==> src/rtl/colouring_verifier.sv <==
// Checks a packed 3-colouring of the nine-vertex triadic_cascade graph, one edge per clock,
// stopping at the first improperly coloured edge and holding the result for the consumer.
module colouring_verifier #(
    parameter int NODES  = 9,
    parameter int EDGES  = 15,
    parameter int EDGE_W = 4
) (
    input  logic                 clk,
    input  logic                 reset_n,
    input  logic                 in_valid,
    output logic                 in_ready,
    input  logic [2*NODES-1:0]   in_colouring,
    output logic                 out_valid,
    input  logic                 out_ready,
    output logic                 out_pass,
    output logic                 out_bad_colour,
    output logic [EDGE_W-1:0]    out_fail_edge,
    output logic [EDGE_W-1:0]    out_cycles,
    output logic [2*NODES-1:0]   out_colouring
);

    typedef enum logic [1:0] {
        IDLE   = 2'd0,
        CHECK  = 2'd1,
        REPORT = 2'd2
    } state_t;

    state_t              state;
    logic [EDGE_W-1:0]   edge_idx;
    logic [3:0]          vertex_a;
    logic [3:0]          vertex_b;
    logic [1:0]          colour_a;
    logic [1:0]          colour_b;
    logic                edge_bad_colour;
    logic                edge_fail;
    logic                last_edge;

    // Fixed edge ROM for the triadic_cascade graph
    always_comb begin
        vertex_a = 4'd0;
        vertex_b = 4'd0;
        case (edge_idx)
            4'd0:    begin vertex_a = 4'd0; vertex_b = 4'd1; end
            4'd1:    begin vertex_a = 4'd0; vertex_b = 4'd2; end
            4'd2:    begin vertex_a = 4'd0; vertex_b = 4'd4; end
            4'd3:    begin vertex_a = 4'd0; vertex_b = 4'd5; end
            4'd4:    begin vertex_a = 4'd1; vertex_b = 4'd2; end
            4'd5:    begin vertex_a = 4'd1; vertex_b = 4'd3; end
            4'd6:    begin vertex_a = 4'd1; vertex_b = 4'd5; end
            4'd7:    begin vertex_a = 4'd2; vertex_b = 4'd3; end
            4'd8:    begin vertex_a = 4'd2; vertex_b = 4'd4; end
            4'd9:    begin vertex_a = 4'd3; vertex_b = 4'd7; end
            4'd10:   begin vertex_a = 4'd3; vertex_b = 4'd8; end
            4'd11:   begin vertex_a = 4'd4; vertex_b = 4'd6; end
            4'd12:   begin vertex_a = 4'd4; vertex_b = 4'd8; end
            4'd13:   begin vertex_a = 4'd5; vertex_b = 4'd6; end
            4'd14:   begin vertex_a = 4'd5; vertex_b = 4'd7; end
            default: begin vertex_a = 4'd0; vertex_b = 4'd0; end
        endcase
    end

    always_comb begin
        colour_a        = out_colouring[{vertex_a, 1'b0} +: 2];
        colour_b        = out_colouring[{vertex_b, 1'b0} +: 2];
        edge_bad_colour = (colour_a == 2'd3) || (colour_b == 2'd3);
        edge_fail       = (colour_a == colour_b) || edge_bad_colour;
        last_edge       = (edge_idx == EDGE_W'(EDGES - 1));
    end

    // Ready is gated by reset so nothing is accepted while the block is held in reset
    assign in_ready = reset_n && (state == IDLE);

    always_ff @(posedge clk or negedge reset_n) begin
        if (!reset_n) begin
            state          <= IDLE;
            edge_idx       <= '0;
            out_valid      <= 1'b0;
            out_pass       <= 1'b0;
            out_bad_colour <= 1'b0;
            out_fail_edge  <= '0;
            out_cycles     <= '0;
            out_colouring  <= '0;
        end else begin
            case (state)
                IDLE: begin
                    if (in_valid) begin
                        out_colouring  <= in_colouring;
                        edge_idx       <= '0;
                        out_pass       <= 1'b0;
                        out_bad_colour <= 1'b0;
                        out_fail_edge  <= '0;
                        out_cycles     <= '0;
                        state          <= CHECK;
                    end
                end
                CHECK: begin
                    out_cycles <= edge_idx + EDGE_W'(1);
                    if (edge_fail) begin
                        out_pass       <= 1'b0;
                        out_fail_edge  <= edge_idx;
                        out_bad_colour <= edge_bad_colour;
                        out_valid      <= 1'b1;
                        state          <= REPORT;
                    end else if (last_edge) begin
                        out_pass      <= 1'b1;
                        out_fail_edge <= EDGE_W'(EDGES);
                        out_valid     <= 1'b1;
                        state         <= REPORT;
                    end else begin
                        edge_idx <= edge_idx + EDGE_W'(1);
                    end
                end
                REPORT: begin
                    if (out_ready) begin
                        out_valid <= 1'b0;
                        state     <= IDLE;
                    end
                end
                default: begin
                    out_valid <= 1'b0;
                    state     <= IDLE;
                end
            endcase
        end
    end

endmodule

==> config.mk <==
export PLATFORM = sky130hd
export DESIGN_NAME = colouring_verifier
export DESIGN_NICKNAME = d
export VERILOG_FILES = /design/src/rtl/colouring_verifier.sv
export SDC_FILE = /design/constraint.sdc
export NUM_CORES = 1
export LEC_CHECK = 0
export ABC_AREA = 0
export CAP_MARGIN = 10
export CORE_ASPECT_RATIO = 1.4
export CORE_MARGIN = 1.5
export CORE_UTILIZATION = 55
export CTS_CLUSTER_DIAMETER = 120
export DETAILED_ROUTE_END_ITERATION = 16
export DONT_BUFFER_PORTS = 1
export PLACE_DENSITY = 0.7
export SYNTH_ARGS = -nofsm -noshare
export SYNTH_HDL_FRONTEND = slang
export SYNTH_SLANG_ARGS = --single-unit
==> constraint.sdc <==
create_clock -name clk -period 7.5 [get_ports clk]
set_input_delay 1.5 -clock clk [delete_from_list [all_inputs] [get_ports clk]]
set_output_delay 1.5 -clock clk [all_outputs]
set_load 0.02 [all_outputs]
==> results.sh <==
export IMPL_status="complete, no violations"
export IMPL_ant_nets=0
export IMPL_drc_errors=0
export IMPL_cts_sinks=35
export IMPL_critical_path_startpoint="edge_idx[0]"
export IMPL_core_um2=3920
export IMPL_cp_top_family="multiplexers"
export IMPL_arrival_ns=3.92
export IMPL_cp_slowest_stage_delay_ns=0.66
export IMPL_cts_repair_resized=0
export IMPL_vias=1767
export IMPL_via_per_inst=6.07
export IMPL_synth_cell_type_count=57
export IMPL_cp_end_kind="register"
export IMPL_io_pin_count=52
export IMPL_start_util_pct=57.5
export IMPL_core_rowCount=27
export IMPL_die_y_um=78.7
export IMPL_slowest_stage="mux4_2"
export IMPL_netlist_area_um2=2250
export IMPL_syn_nets=285
export IMPL_synth_seq_cells=35
export IMPL_netlist_top_cells_count="nand2_1 (72), dfrtp_1 (35), mux2i_1 (16)"
export IMPL_htree_levels=2
export IMPL_synth_xor_area_share_pct=2.00
export IMPL_avgSynthCellArea_um2=8.84
export IMPL_synthMuxAreaShare_pct=11.9
export IMPL_diodes=0
export IMPL_path_class="reg -> reg"
export IMPL_ctsHoldBuffers=0
export IMPL_grt_max_degree=37
export IMPL_grt_pass1_vias=1720
export IMPL_multiInputGateArea_um2=1250
export IMPL_synthArstFlopShare_pct=100
export IMPL_fp_dieArea_um2=4500
export IMPL_dpl_cell_area_um2=2220
export IMPL_hold_viol=0
export IMPL_timing_setup_tns_ns=0
export IMPL_skew_ns=0.00341
export IMPL_post_synth_top_area_cell="dfrtp_1"
export IMPL_grt_pass1_wl_um=8360
export IMPL_detailedPlacementHpwl_um=3680
export IMPL_cts_buffer_depth=2
export IMPL_synth_seq_area_share_pct=38.9
export IMPL_synth_top_family_by_area="simple AND/OR/NAND/NOR gates"
export IMPL_crit_buf_inv=1
export IMPL_clk_latency_ns=0.29
export IMPL_cp_start_kind="register"
export IMPL_synthTopCellsByArea="dfrtp_1 (39%), nand2_1 (12%), mux2i_1 (7.1%), ha_1 (4.4%), o21ai_0 (2.9%)"
export IMPL_hp_class="reg -> reg"
export IMPL_overflow=0
export IMPL_io_buffers=0
export IMPL_final_core_util_pct=59.3
export IMPL_fillCellCount=383
export IMPL_fp_dieW_um=57.1
export IMPL_p_per_area_nw_per_um2=504
export IMPL_p_leak_nw=1.10
export IMPL_drive_gt1_share_pct=9.27
export IMPL_antenna_found_initial=0
export IMPL_area_delta_synth_final_pct=3.05
export IMPL_slew_viol_final=0
export IMPL_synthCells=255
export IMPL_synth_compound_area_share_pct=13.9
export IMPL_path_clk_slew_ns=0.07
export IMPL_yosysTopAreaCellShare_pct=38.9
export IMPL_tightestPinTransition_ns=0.906
export IMPL_cts_root_buf="clkbuf_8"
export IMPL_yosys_area_share_simple_pct=23.2
export IMPL_vdd_drop_max_mv=0.371
export IMPL_grt_use_total_pct=24.4
export IMPL_crit_fanout=13
export IMPL_dr_pass1_iters=4
export IMPL_rsz0062_at_grt="no"
export IMPL_maxCapViolCount=0
export IMPL_nNetsFinal=277
export IMPL_ys_flop_type="dfrtp_1"
export IMPL_seq_area_um2=876
export IMPL_path_cells="inv_1 -> ha_1 -> mux4_2 -> mux2_4 -> or3_1 -> a41oi_2 -> nand2_2 -> xnor2_4 -> o21ai_2 -> a221oi_1"
export IMPL_synth_warnings=0
export IMPL_synth_adder_area_share_pct=4.44
export IMPL_required_ns=7.68
export IMPL_clock_fmax_ghz=0.267
export IMPL_synth_edf_count=0
export IMPL_hold_start="state[1]"
export IMPL_avgRoutedWirePerCell_um=17.6
export IMPL_reg2reg_from="edge_idx[0]"
export IMPL_period_minus_slack_ns=3.74
export IMPL_setup_viol=0
export IMPL_cts_inserted_buffers=5
export IMPL_place_congestion=0.957
export IMPL_cts_setup_buffers=0
export IMPL_drtIter0Drc=74
export IMPL_synth_most_common_cell="nand2_1"
export IMPL_cts_tree="done"
export IMPL_timing_final_crit_share_pct=49.9
export IMPL_routed_wl_um=5120
export IMPL_relSlewSlack_pct=39.4
export IMPL_design_area_um2=2320
==> state kept, by name, indices dropped and copies added (netlist names) <==
name and flops:
edge_idx 4, out_bad_colour 1, out_colouring 18, out_cycles 4, out_fail_edge 4, out_pass 1, out_valid 1, state 2
==> metrics by stage <==
stage	std cells	power [W]	setup WS [ns]	hold WS, ns
floorplan	255	0.000942	4.17	0.487
global placement	283	0.00101	3.92	0.542
detailed placement	283	0.00103	3.76	0.528
CTS	291	0.00118	3.74	0.548
global route	291	0.00126	3.55	0.584
finish	291	0.00117	3.76	0.541
==> power by group <==
group          switching [W]  internal, W
sequential          0.000189     0.000264
combinational       0.000326     0.000241
clock              0.0000679    0.0000838
==> cells in the final DEF, fill, tap and decap left out, types with 2 or more instances in the layout <==
cell type / count
mux2_2: 2
nand2_1: 72
mux4_2: 2
o211ai_1: 3
o31ai_1: 2
xnor2_1: 2
nand3_1: 8
nand2b_1: 2
nor2_1: 12
and2_1: 4
a31oi_1: 2
dfrtp_1: 35
clkbuf_8: 7
ha_1: 8
inv_1: 10
a221oi_1: 3
a21oi_1: 6
o21ai_0: 13
mux2i_1: 16
nor2b_1: 4
==> cell type report <==
type	instances	area share [%]
multi-input cells	194	53.9
inverters	11	1.78
well taps	43	2.32
clock buffers	8	4.31
flip-flops and latches	35	37.7
==> cell families (layout without fill, tap and decap cells) <==
kind of cell               count (synthesis)  in the layout
AOI/OAI and AO/OA                         45             45
xor gates and xnor gates                   3              3
adders and majority gates                  8              8
buffers and inverters                     26             19
DFF                                       35             35
muxes                                     22             22
and+or+nand+nor                          116            116
==> path summary, 6_finish.rpt <==
check / end / slack [ns] / cells after the start
worst max-delay path: out_fail_edge[2] / 3.76 / 10
worst min-delay path: state[1] / 0.54 / 2
worst max register to register: out_fail_edge[2] / 3.76 / 10
worst min register to register: state[1] / 0.54 / 2
max in group asynchronous: out_colouring[9] / 6.53 / 0
min in group asynchronous: out_colouring[6] / 0.90 / 0
==> worst min-delay path, cell delays in order (launching register included) <==
cell and delay [ns]:
dfrtp_1 0.39, nand2_1 0.06, nand2_1 0.06
==> layer usage <==
layer / global-route usage [%] / wire length [um] / vias to the layer above
met2: 42.9 / 2720 / 53
li1: - / - / 857
met3: 6.51 / 248 / 16
met5: 0 / 0 / -
met1: 26.4 / 1970 / 841
met4: 12.8 / 181 / 0
(Power assumes the default switching activity.)
